File: config.mk
export PLATFORM = sky130hd
export DESIGN_NAME = anti_theft_fsm_param
export DESIGN_NICKNAME = d
export VERILOG_FILES = /design/src/rtl/anti_theft_fsm_param.sv
export SDC_FILE = /design/constraint.sdc
export NUM_CORES = 1
export LEC_CHECK = 0
export BUFFER_PORTS_ARGS = -buffer_cell sky130_fd_sc_hd__buf_2
export CAP_MARGIN = 20
export CELL_PAD_IN_SITES_DETAIL_PLACEMENT = 1
export CELL_PAD_IN_SITES_GLOBAL_PLACEMENT = 2
export CORE_ASPECT_RATIO = 0.8
export CORE_MARGIN = 4
export CORE_UTILIZATION = 35
export CTS_CLUSTER_DIAMETER = 30
export DETAILED_ROUTE_END_ITERATION = 7
export PLACE_DENSITY_LB_ADDON = 0.3
export SLEW_MARGIN = 40
export SYNTH_ARGS = -nofsm -noshare
export SYNTH_HDL_FRONTEND = slang
export SYNTH_SLANG_ARGS = --single-unit
File: constraint.sdc
create_clock -name clock -period 2.8 [get_ports clock]
set_input_delay 0.42 -clock clock [delete_from_list [all_inputs] [get_ports clock]]
set_output_delay 0.42 -clock clock [all_outputs]
set_load 0.1 [all_outputs]
File: src/rtl/anti_theft_fsm_param.sv
// Car anti-theft controller: arm delay, door-triggered countdown, siren, auto re-arm.
// Owns its tick prescaler and countdown timer; adds status LED and fuel-pump interlock.
module anti_theft_fsm_param #(
    parameter int N_DOORS           = 2,
    parameter int TICK_DIV          = 27000000,
    parameter int TW                = 4,
    parameter int T_ARM_DELAY       = 6,
    parameter int T_DRIVER_DELAY    = 8,
    parameter int T_PASSENGER_DELAY = 15,
    parameter int T_ALARM_ON        = 10
) (
    input  logic               clock,
    input  logic               reset,
    input  logic [N_DOORS-1:0] doors,
    input  logic               ignition,
    input  logic               hidden_switch,
    input  logic               brake_pedal,
    output logic               siren,
    output logic               status_led,
    output logic               fuel_pump,
    output logic [2:0]         state_out
);

    typedef enum logic [2:0] {
        ARMED       = 3'd0,
        TRIGGERED   = 3'd1,
        SOUND_ALARM = 3'd2,
        DISARMED    = 3'd3,
        WAIT_OPEN   = 3'd4,
        WAIT_CLOSE  = 3'd5,
        ARM_DELAY   = 3'd6
    } state_t;

    localparam int PW = (TICK_DIV > 1) ? $clog2(TICK_DIV) : 1;
    localparam logic [PW-1:0] PRE_MAX = PW'(TICK_DIV - 1);

    // A zero delay would never expire cleanly, so it is promoted to one tick.
    function automatic logic [TW-1:0] load_value(input int v);
        return (v <= 0) ? TW'(1) : TW'(v);
    endfunction

    localparam logic [TW-1:0] ARM_V = load_value(T_ARM_DELAY);
    localparam logic [TW-1:0] DRV_V = load_value(T_DRIVER_DELAY);
    localparam logic [TW-1:0] PAS_V = load_value(T_PASSENGER_DELAY);
    localparam logic [TW-1:0] ALM_V = load_value(T_ALARM_ON);

    state_t          state;
    state_t          state_next;
    logic [TW-1:0]   count;
    logic [PW-1:0]   prescaler;
    logic            loaded;
    logic            blink;
    logic            load;
    logic [TW-1:0]   load_val;
    logic            tick;
    logic            expired;
    logic            any_open;

    assign any_open = |doors;
    assign tick     = (prescaler == PRE_MAX);
    assign expired  = loaded && (count == '0);

    always_ff @(posedge clock) begin
        if (reset) begin
            state <= ARMED;
        end else begin
            state <= state_next;
        end
    end

    always_comb begin
        state_next = state;
        load       = 1'b0;
        load_val   = '0;
        if (ignition) begin
            state_next = DISARMED;
        end else begin
            case (state)
                ARMED: begin
                    if (any_open) begin
                        state_next = TRIGGERED;
                        load       = 1'b1;
                        load_val   = doors[0] ? DRV_V : PAS_V;
                    end
                end
                TRIGGERED: begin
                    if (expired) state_next = SOUND_ALARM;
                end
                SOUND_ALARM: begin
                    // Timer stays idle while open; first closed cycle (re)loads it.
                    if (!any_open) begin
                        if (!loaded) begin
                            load     = 1'b1;
                            load_val = ALM_V;
                        end else if (expired) begin
                            state_next = ARMED;
                        end
                    end
                end
                DISARMED:  state_next = WAIT_OPEN;
                WAIT_OPEN: begin
                    if (doors[0]) state_next = WAIT_CLOSE;
                end
                WAIT_CLOSE: begin
                    if (!any_open) begin
                        state_next = ARM_DELAY;
                        load       = 1'b1;
                        load_val   = ARM_V;
                    end
                end
                ARM_DELAY: begin
                    if (any_open)     state_next = WAIT_CLOSE;
                    else if (expired) state_next = ARMED;
                end
                default:   state_next = ARMED;
            endcase
        end
    end

    always_ff @(posedge clock) begin
        if (reset) begin
            count     <= '0;
            prescaler <= '0;
        end else if (load) begin
            count     <= load_val;
            prescaler <= '0;
        end else begin
            prescaler <= tick ? '0 : prescaler + 1'b1;
            if (tick && count != '0) count <= count - 1'b1;
        end
    end

    // loaded marks a count that belongs to the current state.
    always_ff @(posedge clock) begin
        if (reset) begin
            loaded <= 1'b0;
        end else if (load) begin
            loaded <= 1'b1;
        end else if (state_next != state) begin
            loaded <= 1'b0;
        end else if (state == SOUND_ALARM && any_open) begin
            loaded <= 1'b0;
        end
    end

    always_ff @(posedge clock) begin
        if (reset) begin
            blink <= 1'b0;
        end else if (state_next == ARMED && state != ARMED) begin
            blink <= 1'b0;
        end else if (state == ARMED && tick) begin
            blink <= ~blink;
        end
    end

    always_ff @(posedge clock) begin
        if (reset || !ignition) begin
            fuel_pump <= 1'b0;
        end else if (hidden_switch && brake_pedal) begin
            fuel_pump <= 1'b1;
        end
    end

    always_comb begin
        siren     = (state == SOUND_ALARM);
        state_out = state;
        case (state)
            ARMED:                  status_led = blink;
            TRIGGERED, SOUND_ALARM: status_led = 1'b1;
            default:                status_led = 1'b0;
        endcase
    end

endmodule

==> Word-level counts from Yosys, hierarchy flattened <==
Index checks and enable logic that the tools add are counted.
W data, S select, Z words.
{ "word_totals": {"reg_bits": 35, "output_inout_bits": 6, "inputBits": 7} }
{ "op_classes": {"n_reduce_logical": 19, "addsub": 2, "bitwise": 1, "mux": 29, "eq_ne": 8} }
{ "ops": {"columns": ["op", "count"], "rows": [
  ["$mux W3", 11],
  ["$add A25 B1 Y25 const B", 1],
  ["$eq A25 B25 Y1 const B", 1],
  ["$mux W4", 6],
  ["$pmux W3 S7", 1],
  ["$pmux W4 S3", 1],
  ["$eq A3 B3 Y1 const B", 3],
  ["$mux W1", 8],
  ["$eq A3 B2 Y1 const B", 2],
  ["$logic_and A1 B1 Y1", 6],
  ["$logic_not A3 Y1", 2],
  ["$reduce_bool A3 Y1", 2],
  ["$reduce_or A2 Y1", 3],
  ["$logic_not A4 Y1", 1],
  ["$reduce_bool A4 Y1", 1],
  ["$sub A4 B1 Y4 const B", 1],
  ["$eq A3 B1 Y1 const B", 1],
  ["$ne A3 B3 Y1", 1],
  ["$pmux W1 S3", 1],
  ["$reduce_or A3 Y1", 1],
  ["$pmux W1 S2", 1],
  ["$reduce_bool A2 Y1", 1],
  ["$logic_not A1 Y1", 1],
  ["$logic_or A1 B1 Y1", 1],
  ["$not A1 Y1", 1]
]} }

==> Logic depth before layout (Yosys ltp) <==
Gate-level depths: netlist of run 1.
{ "logic_depth": {"word_depth": 10, "mapped_depth": 8, "depth_no_buf": 7} }

==> Least setup slack after synthesis of run 1 <==
Ideal clock, no wire load.
{ "synth_timing": {"kind": "flip-flop to output port", "from": "reg state[0], in the netlist state_out[0]", "to": "out status_led", "slack_ns": -1.449, "t_arrival_ns": 3.829, "path_stages_with_launch": 5, "path_cell_list": "dfxtp_1 > clkbuf_1 > buf_1 > nor3_1 > nor3b_1"} }
{ "synth_between": {"elab_chain_len": 3, "word_cells_on_any_way": 5, "classes_between": "eq/ne: 2; mux: 1; reduce/logical: 2"} }
{ "synth_rtl": {"columns": ["item", "line_no", "source"], "rows": [
  ["start: declaration", "47", "state_t state;"],
  ["start signal: assignment", "67", "state <= state_next;"],
  ["$eq A3 B2 Y1 / $eq A3 B1 Y1 (equally long branches)", "167", "case (state)"],
  ["$reduce_or A2 Y1", "167", null],
  ["$pmux W1 S2 *", "167", null],
  ["end: declaration", "19", "output logic status_led,"]
]} }
Every way passes the cells marked *; elsewhere a longest branch is shown, timed or not.

==> Worst setup path in the final report of run 1 <==
{ "layout_timing": {"from": "reg state[1], in the netlist state_out[1]", "to": "out siren"} }
{ "layout_between": {"elab_chain_len": 1} }
{ "layout_rtl": {"columns": ["item", "line_no", "source"], "rows": [
  ["$eq A3 B2 Y1", "165", "siren = (state == SOUND_ALARM);"],
  ["end: declaration", "18", "output logic siren,"]
]} }
No other way between the ends.

==> results.sh, run 1 <==
export IMPL_cap_violations=0
export IMPL_die_area_um2=6700
export IMPL_yosysTopAreaCellShare_pct=36.7
export IMPL_fmax_mhz=439
export IMPL_antenna_found_initial=0
export IMPL_crit_path_end_kind="output pin"
export IMPL_dr_pass1_iters=4
export IMPL_postCtsHoldBufs=0
export IMPL_final_cell_count_no_fill=298
export IMPL_synth_nets=236
export IMPL_setup_viol=0
export IMPL_cts_sinks=35
export IMPL_worstPathMaxFanout=16
export IMPL_async_reset_ff_share_pct=0
export IMPL_syn_inst=226
export IMPL_finClkSkew_ns=0.00596
export IMPL_vias=1603
export IMPL_syn_avg_cell_area_um2=8.44
export IMPL_r2r_cells=5
export IMPL_syn_cell_area_um2=1910
export IMPL_num_antenna_cells=0
export IMPL_gr_total_overflow=0
export IMPL_ant_nets=0
export IMPL_clkTransAtPathRegs_ns=0.07
export IMPL_critPathRequiredTime_ns=2.38
export IMPL_critPathLaunchType="register"
export IMPL_fin_tns_setup_ns=0
export IMPL_power_density_nw_per_um2=520
export IMPL_holdWs_ns=0.442
export IMPL_yosys_top_cells_count="nor2_1, dfxtp_1, xor2_1"
export IMPL_slew_headroom_pct=59.6
export IMPL_ys_seq_elements=35
export IMPL_status="finished clean"
export IMPL_hold_viol=0
export IMPL_post_place_cells=290
export IMPL_rsz0062_at_grt="false"
export IMPL_cts_tree="yes"
export IMPL_layout_drive_gt1_share_pct=12.7
export IMPL_first_global_vias=1500
export IMPL_gp_congestion=0.803
export IMPL_slew_viol_final=0
export IMPL_cts_setup_buffers=0
export IMPL_route_layer_met1_wl_mm=2.61
export IMPL_cts_root_buffer="clkbuf_8"
export IMPL_drt_wl_total_mm=4.38
export IMPL_dpl_hpwl_mm=3.24
export IMPL_routed_via_density=5.38
export IMPL_met3_length_um=147
export IMPL_grt_max_degree=26
export IMPL_grt_pass1_wl_mm=7.62
export IMPL_worstSetupPathType="register to output pin"
export IMPL_io_pins=13
export IMPL_avgRoutedWirePerCell_um=14.7
export IMPL_dpl_worst_slack_ns=0.571
export IMPL_yosys_warnings=0
export IMPL_hold_path_class="primary input to register"
export IMPL_cts_made_buffers=5
export IMPL_fin_nets=245
export IMPL_synth_most_common_cell="nor2_1"
export IMPL_p_leak_nw=0.784
export IMPL_drt_iter0_drc=88
export IMPL_tightest_slew_ns=0.606
export IMPL_syn_to_final_growth_pct=11.0
export IMPL_drcViolationCount=0
export IMPL_period_minus_slack_ns=2.28
export IMPL_worstPathArrival_ns=1.86
export IMPL_ys_flop_type="dfxtp_1"
export IMPL_rows=23
export IMPL_die_y_um=74.0
export IMPL_cts_max_path_buffers=2
export IMPL_top_layer="met4"
export IMPL_synth_edff_count=0
export IMPL_ir_worst_vdd_v=0.000289
export IMPL_core_area_um2=5150
export IMPL_post_synth_main_area_contributors="dfxtp_1, xor2_1, nor2_1"
export IMPL_htreeDepth=2
export IMPL_synth_top_area_cell="dfxtp_1"
export IMPL_insertion_delay_ns=0.29
export IMPL_gr_usage_all_layers_pct=14.1
export IMPL_placed_cell_area_um2=2020
export IMPL_design_area_um2=2120
export IMPL_yosysSeqAreaShare_pct=36.7
export IMPL_cts_resized=0
export IMPL_start_util_pct=37.0
export IMPL_port_buffers=12
export IMPL_ys_types=50
export IMPL_die_x_um=90.5
export IMPL_hold_path_depth=2
export IMPL_met2WireLength_mm=1.58
export IMPL_layout_worst_path_cycle_share_pct=81.3
export IMPL_fin_ws_ns=0.523
[per-stage QoR]
step | utilization, % | power (mW)
detailed placement | 39.1 | 0.703
global route | 41.1 | 1.16
global placement | 39.1 | 0.704
floorplan | - | 0.671
CTS | 41.1 | 1.11
finish | 41.1 | 1.10
[where the power goes]
part	leakage [nW]	switching (mW)	internal [mW]
logic	0.449	0.116	0.0454
registers	0.284	0.0204	0.510
clock network	0.0515	0.184	0.225
[worst max-delay path, stage by stage, from the launching register on]
cell	delay, ns
dfxtp_1	0.66
inv_1	0.28
nor3_2	0.19
buf_2	0.44
[metal layers]
metal / up-vias / track usage [%]
met5: - / 0
met3: 5 / 3.24
met4: 0 / 4.07
met1: 752 / 22.5
met2: 24 / 18.2
li1: 822 / -
[placed cells by master, fill, tap and decap left out, types with 3 or more instances in the layout]
master     n
nor3b_1    3
nand2_1    9
a21oi_1    5
o21ai_0    3
a211oi_1   3
a31oi_1    3
nor4_1     4
nand4_1    9
clkbuf_8   7
nor3_1     9
nor2_1    38
ha_1       3
and4_1     4
xor2_1    17
xnor2_1   10
inv_1      8
buf_2     12
nand3_1   14
dfxtp_1   35
[path summary, 6_finish.rpt]
path,start,end,slack (ns)
worst max-delay path,state_out[1]$_SDFF_PP0_,siren,0.52
worst min register to register,prescaler[0]$_SDFF_PP0_,prescaler[0]$_SDFF_PP0_,0.45
worst max register to register,state_out[1]$_SDFF_PP0_,prescaler[24]$_SDFF_PP0_,0.57
worst min-delay path,reset,state_out[1]$_SDFF_PP0_,0.44
[logic make-up (layout without fill, tap and decap cells)]
group	after synthesis	after routing	synth area share [%]
DFF	35	35	36.7
adders and majority gates	3	3	1.97
xor gates and xnor gates	27	27	12.4
and+or+nand+nor	113	113	34.0
AOI/OAI and AO/OA	28	28	10.0
buffers and inverters	19	29	4.33
muxes	1	1	0.525
[flip-flops by register name, indices dropped and copies added (netlist names)]
register and flops:
blink 1, prescaler 25, count 4, fuel_pump 1
loaded 1, state_out 3
[area by class of cell]
type	instances	area, um2
repair buffers	13	67.6
well taps	62	77.6
multi-input cells	172	1140
clock buffers	8	100
flip-flops and latches	35	701
inverters	8	30.0
fillers	633	3040
Note: power is estimated with default switching activity, not from simulation.
==> run 2: changes to the inputs <==
==> constraint.sdc (replaced) <==
create_clock -name clock -period 2.37 [get_ports clock]
set_input_delay 0.3555 -clock clock [delete_from_list [all_inputs] [get_ports clock]]
set_output_delay 0.3555 -clock clock [all_outputs]
set_load 0.1 [all_outputs]
==> run 2 against run 1 <==
  * Clock power is 16% higher
  * Worst setup slack got worse by 0.15 ns
  * Highest routed layer unchanged
  * Flip-flop and latch count is the same
==> results.sh, run 2 (same netlist as run 1, synthesis figures left out) <==
export IMPL_gp_congestion=0.784
export IMPL_start_util_pct=37.0
export IMPL_worstReg2RegEnd="blink$_SDFFE_PP0P_"
export IMPL_period_minus_slack_ns=2.00
export IMPL_worst_path_stages=3
export IMPL_cpPeakStageDelay_ns=0.50
export IMPL_seq_area_um2=706
export IMPL_first_global_vias=1549
export IMPL_cts_tree="yes"
export IMPL_hold_path_depth=3
export IMPL_fin_nets=246
export IMPL_worstSetupPathType="register to output pin"
export IMPL_die_x_um=90.5
export IMPL_rows=23
export IMPL_die_area_um2=6700
export IMPL_met3_usage_pct=3.44
export IMPL_gr_total_overflow=0
export IMPL_worstPathArrival_ns=1.65
export IMPL_cts_resized=0
export IMPL_cts_sinks=35
export IMPL_tightest_slew_ns=0.488
export IMPL_p_int_uw=927
export IMPL_setup_viol=0
export IMPL_layout_worst_path_cycle_share_pct=84.5
export IMPL_largest_register_ffs=25
export IMPL_grt_max_degree=26
export IMPL_critPathRequiredTime_ns=2.01
export IMPL_htreeDepth=2
export IMPL_postCtsHoldBufs=0
export IMPL_antenna_found_initial=0
export IMPL_cp_cell_sequence="inv_1 -> nor3_4 -> buf_2"
export IMPL_cp_top_family="buffers and inverters"
export IMPL_vias=1617
export IMPL_grt_pass1_wl_mm=7.71
export IMPL_insertion_delay_ns=0.29
export IMPL_slew_viol_final=0
export IMPL_grtUsageMet2_pct=20.0
export IMPL_grt_busiest_layer="met1"
export IMPL_cap_violations=0
export IMPL_ir_worst_vdd_v=0.000307
export IMPL_num_antenna_cells=0
export IMPL_layout_drive_gt1_share_pct=13.9
export IMPL_power_density_nw_per_um2=605
export IMPL_crit_buf_inv=2
export IMPL_rsz0062_at_grt="false"
export IMPL_critPathLaunchType="register"
export IMPL_dpl_hpwl_mm=3.26
export IMPL_dr_pass1_iters=4
export IMPL_dpl_worst_slack_ns=0.471
export IMPL_r2r_cells=6
export IMPL_power_frac_seq_pct=48.5
export IMPL_p_switching_uw=372
export IMPL_final_common_cell="nor2_1"
export IMPL_fin_tns_setup_ns=0
export IMPL_drt_wl_total_mm=4.48
export IMPL_routed_via_density=5.41
export IMPL_grt_use_met1_pct=21.3
export IMPL_cts_made_buffers=5
export IMPL_syn_to_final_growth_pct=12.6
export IMPL_r2r_start="prescaler[0]$_SDFF_PP0_"
export IMPL_io_pins=13
export IMPL_clkTransAtPathRegs_ns=0.07
export IMPL_multi_input_area_um2=1150
export IMPL_fmax_mhz=500
export IMPL_die_y_um=74.0
export IMPL_p_leak_nw=0.796
export IMPL_hold_path_class="primary input to register"
export IMPL_fin_ws_ns=0.368
export IMPL_crit_path_end_kind="output pin"
export IMPL_slowest_stage="dfxtp_2"
export IMPL_hold_viol=0
export IMPL_gr_usage_all_layers_pct=14.4
export IMPL_switching_share_pct=28.6
export IMPL_cts_root_buffer="clkbuf_8"
export IMPL_avgRoutedWirePerCell_um=15.0
export IMPL_port_buffers=12
export IMPL_cts_max_path_buffers=2
export IMPL_finClkSkew_ns=0.00488
export IMPL_drcViolationCount=0
export IMPL_worstPathMaxFanout=16
export IMPL_pwr_share_comb_pct=15.1
export IMPL_ant_nets=0
export IMPL_layout_common_cells="nor2_1, dfxtp_1, xor2_1"
export IMPL_cts_setup_buffers=0
export IMPL_nFillCells=616
export IMPL_drt_iter0_drc=104
export IMPL_status="finished clean"
export IMPL_core_area_um2=5150
export IMPL_slew_headroom_pct=67.7
export IMPL_hold_start="brake_pedal"
export IMPL_reg2reg_slack_ns=0.50
export IMPL_power_frac_clock_pct=36.5
export IMPL_hold_end="fuel_pump$_SDFFE_PP0P_"
export IMPL_regMostFlops="prescaler"
run 2: cell types whose count changed in the layout (fill, tap and decap cells not counted), sizes merged:
cell and delta:
buf +1
run 2: tightest hold or removal path: stages:
cell	delay (ns)
buf_2	0.09
a21oi_1	0.11
nor3b_1	0.05
run 2: power groups by stage:
stage | Sequential, mW | Combinational [mW] | Clock [mW]
after floorplan | 0.656 | 0.140 | 0
after global placement | 0.643 | 0.196 | 0
after detailed placement | 0.643 | 0.197 | 0
after CTS | 0.629 | 0.198 | 0.491
after global routing | 0.633 | 0.213 | 0.523
final | 0.630 | 0.196 | 0.474
run 2: layer usage:
metal	routed length, um	vias to the layer above
li1	-	825
met1	2510	758
met2	1720	27
met3	170	7
met4	79	0
met5	0	-
run 2: per-stage QoR:
| step | power, mW | hold WS [ns] | util, % | area (um2) | instances |
|---|---|---|---|---|---|
| 2_1_floorplan | 0.796 | 0.413 | - | 1940 | 226 |
| 3_3_place_gp | 0.839 | 0.428 | 39.7 | 2050 | 291 |
| 3_5_place_dp | 0.840 | 0.434 | 39.7 | 2050 | 291 |
| 4_1_cts | 1.32 | 0.364 | 41.7 | 2150 | 299 |
| 5_1_grt | 1.37 | 0.388 | 41.7 | 2150 | 299 |
| 6_report | 1.30 | 0.366 | 41.7 | 2150 | 299 |
run 2: how the worst max path moves through the flow:
stage	startpoint	to	slack, ns
2_1_floorplan	state_out[0]$_SDFF_PP0_	status_led	0.0005
3_3_place_gp	prescaler[0]$_SDFF_PP0_	blink$_SDFFE_PP0P_	0.51
3_5_place_dp	prescaler[0]$_SDFF_PP0_	blink$_SDFFE_PP0P_	0.47
4_1_cts	state_out[1]$_SDFF_PP0_	siren	0.35
5_1_grt	state_out[1]$_SDFF_PP0_	siren	0.25
6_report	state_out[1]$_SDFF_PP0_	siren	0.37
run 2: final cells by class:
type	instances	area share, %
multi-input combinational	172	53.4
sequential	35	32.9
clock buffer	8	4.66
timing repair buffer	14	4.08
tap	62	3.61
inverter	8	1.40
